$ cat config.mk
export PLATFORM = sky130hd
export DESIGN_NAME = pc_next_unit
export DESIGN_NICKNAME = d
export VERILOG_FILES = /design/src/rtl/pc_pkg.sv /design/src/rtl/pc_target_sel.sv /design/src/rtl/pc_next_unit.sv
export SDC_FILE = /design/constraint.sdc
export NUM_CORES = 1
export LEC_CHECK = 0
export ABC_AREA = 1
export BUFFER_PORTS_ARGS = -buffer_cell sky130_fd_sc_hd__buf_4
export CORE_MARGIN = 10
export CORE_UTILIZATION = 40
export CTS_CLUSTER_SIZE = 30
export DETAILED_ROUTE_END_ITERATION = 12
export GPL_TIMING_DRIVEN = 0
export PLACE_DENSITY = 0.69
export SLEW_MARGIN = 20
export SYNTH_ARGS = -nofsm -noshare
export SYNTH_HDL_FRONTEND = slang
export SYNTH_SLANG_ARGS = --single-unit
$ cat constraint.sdc
create_clock -name clk -period 2.95 [get_ports clk]
set_clock_uncertainty 0.2 [all_clocks]
set_input_delay 0.1475 -clock clk [delete_from_list [all_inputs] [get_ports clk]]
set_output_delay 0.1475 -clock clk [all_outputs]
set_load 0.1 [all_outputs]
$ cat src/rtl/pc_pkg.sv
`default_nettype none
// +----------------------------------------------------------------------------+
// | Module      : pc_pkg                                                       |
// | Description : Shared types and constants for the fetch-stage next-PC       |
// |               logic: redirect priority classes, default reset/exception   |
// |               addresses and the pending-redirect state enum.               |
// | Revision    : 1.0 - initial release                                        |
// +----------------------------------------------------------------------------+
package pc_pkg;

  // Redirect priority class. The numeric order is the priority order, so a
  // plain magnitude compare decides whether one redirect may replace another.
  typedef enum logic [2:0] {
    CLS_NONE = 3'd0,
    CLS_BR   = 3'd1,
    CLS_J    = 3'd2,
    CLS_JR   = 3'd3,
    CLS_ERET = 3'd4,
    CLS_EXC  = 3'd5
  } redir_cls_e;

  // RUN: free fetch. HOLD: stalled with a redirect buffered.
  typedef enum logic [0:0] {
    ST_RUN  = 1'b0,
    ST_HOLD = 1'b1
  } pc_state_e;

  localparam logic [31:0] c_RESET_PC_DFLT   = 32'h0040_0000;
  localparam logic [31:0] c_EXC_VECTOR_DFLT = 32'h0040_0004;

  // Word alignment check used for the address-error-on-load flag.
  function automatic logic misaligned(input logic [31:0] addr);
    return (addr[1:0] != 2'b00);
  endfunction

endpackage : pc_pkg
`default_nettype wire

$ cat src/rtl/pc_target_sel.sv
`default_nettype none
// +----------------------------------------------------------------------------+
// | Module      : pc_target_sel                                                |
// | Description : Combinational priority encoder and target arithmetic for    |
// |               PC redirects (exc > eret > jr > j > br).                     |
// | Ports       : *_take_i   redirect requests                                 |
// |               br_base_i/br_offset_i, j_index_i, jr_target_i, epc_i operands |
// |               target_o   selected redirect address                         |
// |               cls_o      class of the selected redirect (CLS_NONE if none)  |
// | Revision    : 1.0 - initial release                                        |
// +----------------------------------------------------------------------------+
module pc_target_sel
  import pc_pkg::*;
#(
  parameter logic [31:0] EXC_VECTOR = c_EXC_VECTOR_DFLT
) (
  input  logic        br_take_i,
  input  logic [31:0] br_base_i,
  input  logic [31:0] br_offset_i,
  input  logic        j_take_i,
  input  logic [25:0] j_index_i,
  input  logic        jr_take_i,
  input  logic [31:0] jr_target_i,
  input  logic        exc_take_i,
  input  logic        eret_take_i,
  input  logic [31:0] epc_i,
  output logic [31:0] target_o,
  output redir_cls_e  cls_o
);

  logic [31:0] w_br_target;
  logic [31:0] w_j_target;

  assign w_br_target = br_base_i + br_offset_i;
  // Jumps stay inside the 256 MB region of the delay slot.
  assign w_j_target  = {br_base_i[31:28], j_index_i, 2'b00};

  always_comb begin
    target_o = 32'h0000_0000;
    cls_o    = CLS_NONE;
    if (exc_take_i) begin
      target_o = EXC_VECTOR;
      cls_o    = CLS_EXC;
    end else if (eret_take_i) begin
      target_o = epc_i;
      cls_o    = CLS_ERET;
    end else if (jr_take_i) begin
      target_o = jr_target_i;
      cls_o    = CLS_JR;
    end else if (j_take_i) begin
      target_o = w_j_target;
      cls_o    = CLS_J;
    end else if (br_take_i) begin
      target_o = w_br_target;
      cls_o    = CLS_BR;
    end
  end

endmodule : pc_target_sel
`default_nettype wire

$ cat src/rtl/pc_next_unit.sv
`default_nettype none
// +----------------------------------------------------------------------------+
// | Module      : pc_next_unit                                                 |
// | Description : Fetch-stage program counter with next-PC selection and a    |
// |               one-entry buffer for redirects that arrive during a stall.  |
// | Ports       : clk, rst            clock, synchronous active-high reset     |
// |               stall_i             hold the current PC this cycle          |
// |               br/j/jr/exc/eret    redirect requests and operands           |
// |               pc_o                current fetch address                    |
// |               pc_plus4_o          pc_o + 4                                 |
// |               redirect_pending_o  a buffered redirect is waiting           |
// |               adel_o              pc_o is not word aligned                 |
// | Revision    : 1.0 - initial release                                        |
// +----------------------------------------------------------------------------+
module pc_next_unit
  import pc_pkg::*;
#(
  parameter logic [31:0] RESET_PC   = c_RESET_PC_DFLT,
  parameter logic [31:0] EXC_VECTOR = c_EXC_VECTOR_DFLT
) (
  input  logic        clk,
  input  logic        rst,
  input  logic        stall_i,
  input  logic        br_take_i,
  input  logic [31:0] br_base_i,
  input  logic [31:0] br_offset_i,
  input  logic        j_take_i,
  input  logic [25:0] j_index_i,
  input  logic        jr_take_i,
  input  logic [31:0] jr_target_i,
  input  logic        exc_take_i,
  input  logic        eret_take_i,
  input  logic [31:0] epc_i,
  output logic [31:0] pc_o,
  output logic [31:0] pc_plus4_o,
  output logic        redirect_pending_o,
  output logic        adel_o
);

  pc_state_e   r_state_q;
  logic [31:0] r_pc_q;
  logic        r_adel_q;
  logic        r_pending_q;
  logic [31:0] r_lat_target_q;
  redir_cls_e  r_lat_cls_q;

  logic [31:0] w_sel_target;
  redir_cls_e  w_sel_cls;
  logic        w_any_redir;
  logic        w_new_wins;
  logic        w_pc_load;
  logic [31:0] w_pc_d;
  logic [31:0] w_pc_plus4;

  pc_target_sel #(
    .EXC_VECTOR (EXC_VECTOR)
  ) u_target_sel (
    .br_take_i   (br_take_i),
    .br_base_i   (br_base_i),
    .br_offset_i (br_offset_i),
    .j_take_i    (j_take_i),
    .j_index_i   (j_index_i),
    .jr_take_i   (jr_take_i),
    .jr_target_i (jr_target_i),
    .exc_take_i  (exc_take_i),
    .eret_take_i (eret_take_i),
    .epc_i       (epc_i),
    .target_o    (w_sel_target),
    .cls_o       (w_sel_cls)
  );

  assign w_any_redir = (w_sel_cls != CLS_NONE);
  assign w_pc_plus4  = r_pc_q + 32'd4;

  // A fresh redirect overrides the buffered one when its class is at least
  // as high; exceptions sit at the top so they always win.
  assign w_new_wins = w_any_redir && (w_sel_cls >= r_lat_cls_q);

  // Next PC: the PC moves only when fetch is not stalled.
  always_comb begin
    w_pc_load = 1'b0;
    w_pc_d    = r_pc_q;
    if (!stall_i) begin
      w_pc_load = 1'b1;
      if (r_state_q == ST_HOLD) begin
        w_pc_d = w_new_wins ? w_sel_target : r_lat_target_q;
      end else begin
        w_pc_d = w_any_redir ? w_sel_target : w_pc_plus4;
      end
    end
  end

  always_ff @(posedge clk) begin
    if (rst) begin
      r_state_q      <= ST_RUN;
      r_pc_q         <= RESET_PC;
      r_adel_q       <= 1'b0;
      r_pending_q    <= 1'b0;
      r_lat_target_q <= 32'h0000_0000;
      r_lat_cls_q    <= CLS_NONE;
    end else begin
      if (w_pc_load) begin
        r_pc_q   <= w_pc_d;
        // Misaligned targets are still loaded; the flag lets the exception
        // logic report the fault against this PC.
        r_adel_q <= misaligned(w_pc_d);
      end

      if (r_state_q == ST_RUN) begin
        if (stall_i && w_any_redir) begin
          r_lat_target_q <= w_sel_target;
          r_lat_cls_q    <= w_sel_cls;
          r_pending_q    <= 1'b1;
          r_state_q      <= ST_HOLD;
        end
      end else begin
        if (stall_i) begin
          if (w_new_wins) begin
            r_lat_target_q <= w_sel_target;
            r_lat_cls_q    <= w_sel_cls;
          end
        end else begin
          // Buffered (or overriding) target was consumed by the PC load.
          r_lat_cls_q <= CLS_NONE;
          r_pending_q <= 1'b0;
          r_state_q   <= ST_RUN;
        end
      end
    end
  end

  assign pc_o               = r_pc_q;
  assign pc_plus4_o         = w_pc_plus4;
  assign redirect_pending_o = r_pending_q;
  assign adel_o             = r_adel_q;

endmodule : pc_next_unit
`default_nettype wire
==> flow_metrics.tcl <==
set metrics [dict create \
    cts-root-buf "clkbuf_16" \
    netlist_area_mm2 0.007674 \
    syn-num-nets 1593 \
    fin_setup_tns_ns 0 \
    synth_cells 1395 \
    drc 0 \
    path_max_fanout 6 \
    slew_violations 0 \
    cp.arrival_ns 2.50 \
    synth_top_cell_by_area "nand2_1" \
    critical_path.slowest_cell "dfxtp_4" \
    multiInputGateArea_mm2 0.005693 \
    gp_congestion 0.9929 \
    drive_gt1_frac 0.2144 \
    core_area_mm2 0.01877 \
    max_freq_ghz 0.3514 \
    cp-end-kind "output pin" \
    syn_to_final_growth_pct 35.86 \
    ff_latch_area_mm2 0.001480 \
    synthTopCellsByCount "422 x nand2_1, 180 x inv_1, 158 x nor2_1, 136 x a21oi_1, 108 x o21ai_0" \
    clk_path_buf_depth 2 \
    grt_start_max_net_pins 13 \
    finalNonFillerCells 1872 \
    final_nets 1830 \
    start_kind "flip-flop" \
    io-pin-count 228 \
    holdCritPathClass "input port to flip-flop" \
    place_inst 1851 \
    power_mw 4.210 \
    grt_util_all_layers 0.2503 \
    viasPerCell 5.209 \
    ff2ff_path_depth 15 \
    portBuffers 222 \
    clk_pin_slew_ns 0.06 \
    postRouteAntennaNets 0 \
    path_class "flip-flop to output pin" \
    vias 9752 \
    synth_edf_count 0 \
    cpPeakStageDelay_ns 0.40 \
    drtPass1Iterations 7 \
    power_per_cell_area_mw_per_mm2 403.8 \
    drt_iter0_markers 939 \
    ys.flop_type "dfxtp_1" \
    async_flop_share 0 \
    cts_tree "yes" \
    rsz0062_at_grt "yes" \
    cts_sinks 70 \
    insertion_delay_ns 0.34 \
    grt_antenna_before_repair 1 \
    die_height_um 158.5 \
    ys_types 42 \
    rows 50 \
    leakagePower_nw 5.603 \
    hold_depth 5 \
    slew_headroom 0.5194 \
    worst-slew-pin-transition_ns 0.7209 \
    final_util 0.5555 \
    fp.dieW_um 158.5 \
    synth_area_leaders "nand2_1 21%, dfxtp_1 18%, a21oi_1 8.9%" \
    syn_area_per_cell_um2 5.501 \
    synth_top_area_frac 0.2064 \
    grt_pass1_wl_um 49590 \
    synth-seq-cells 70 \
    max_cap_violations 0 \
    grt_pass1_vias 9263 \
    start_util 0.4089 \
    cts_max_level 3 \
    ys_seq_area_frac 0.1826 \
    overflow 0 \
    dp_hpwl_um 26870 \
    crit_chain "nand3_2, inv_2, nand2_4, nor2_8, nand3_4, nor3_4, nand4_1, xor2_4, buf_4" \
    outcome "finished, final reports clean" \
    synth_most_common_cell "nand2_1" \
    ys_warn_count 0 \
    period_share 0.9647 \
    cts_made_buffers 9 \
    required_ns 2.60 \
    fillers 2004 \
    setup-violations-final 0 \
    wl_per_cell_um 17.21 \
    hold_viol 0 \
    dieArea_mm2 0.02512 \
    min_period_ns 2.846 \
    routed_wl_um 32220 \
    ir_drop_mv 0.3776 \
]
worst paths after layout:
check                                    start                 end  slack, ns
worst max-delay path                   pc_o[4]      pc_plus4_o[29]       0.10
worst min-delay path                 epc_i[22]  r_lat_target_q[22]       0.09
worst max register to register         pc_o[3]            pc_o[26]       0.42
worst min register to register  r_lat_cls_q[2]      r_lat_cls_q[2]       0.27
layout make-up:
cell class / count / area share
multi-input cells: 1079 / 0.5461
repair buffers: 226 / 0.1641
flip-flops and latches: 70 / 0.1420
inverters: 186 / 0.06697
well taps: 234 / 0.02808
clock buffers: 14 / 0.02736
plain buffers: 60 / 0.02388
clock inverters: 2 / 0.001320
diodes: 1 / 0.0002400
cell usage in the layout (no fill, tap or decap), types with 3 or more instances in the layout:
cell type and count:
nand2_4 3, xnor2_4 5, nand2_1 422, a31oi_1 9
clkbuf_1 45, buf_4 225, nand4_1 7, a21oi_1 136
buf_2 6, or2_2 20, o21ai_1 4, o211ai_1 12
nand3_1 75, xor2_4 6, o21ai_0 108, dfxtp_2 6
xor2_2 10, ha_1 34, nor3_1 9, nand3b_1 8
o21bai_1 3, nor2_4 5, and2_1 5, inv_2 3
clkbuf_2 7, clkbuf_16 10, xnor2_2 4, xnor2_1 12
dfxtp_1 45, nand2_2 4, dfxtp_4 19, clkinv_1 3
nor2_1 157, inv_1 180
per-stage QoR:
step | hold slack (ns) | setup WS (ns) | cell area, um2
4_1_cts | 0.09529 | 0.03200 | 10390
3_3_place_gp | 0.1866 | -0.7380 | 10060
5_1_grt | 0.1383 | -0.02759 | 10430
2_1_floorplan | 0.02429 | -0.02054 | 8105
3_5_place_dp | 0.1844 | -0.7656 | 10060
6_report | 0.09192 | 0.1042 | 10430
layer usage:
metal  wire length [um]  global-route usage
met2              13970              0.3854
met3               3282             0.05666
met1              14200              0.3419
met4                758             0.06881
met5                  0                   0
sequential cells by signal, indices dropped and copies added (netlist names):
register            flops
pc_o                   32
r_lat_target_q         32
r_lat_cls_q             3
adel_o                  1
r_state_q               1
redirect_pending_o      1
report_power, final:
part / leakage [nW] / switching, mW / internal (mW)
Clock: 0.145 / 0.421 / 0.668
Sequential: 0.594 / 0.0888 / 1.02
Combinational: 4.86 / 1.39 / 0.621
critical path: cells and delay by family (launching register included):
family / cells / cell delay (ns)
simple gates: 6 / 1.11
xor+xnor: 1 / 0.23
buf+inv: 2 / 0.41
flops: 1 / 0.40
cell families (layout without fill, tap and decap cells):
family                     after synthesis  after routing  synth area share
DFF                                     70             70            0.1826
xor gates and xnor gates                39             39           0.04549
other                                    0              1                 0
AOI/OAI and AO/OA                      279            279            0.1911
buffers and inverters                  246            488            0.1221
and+or+nand+nor                        725            725            0.3990
adders and majority gates               36             36           0.05968
repair_timing:
item                                    in CTS  in global routing
hold endpoints to repair                     6                  0
pin swaps                                    1                  3
hold buffers                                 1                  0
buffers inserted                             1                  2
resized for setup                            5                 11
endpoints found under the setup margin      62                 63
No activity file was read; power rests on OpenSTA's default activity.
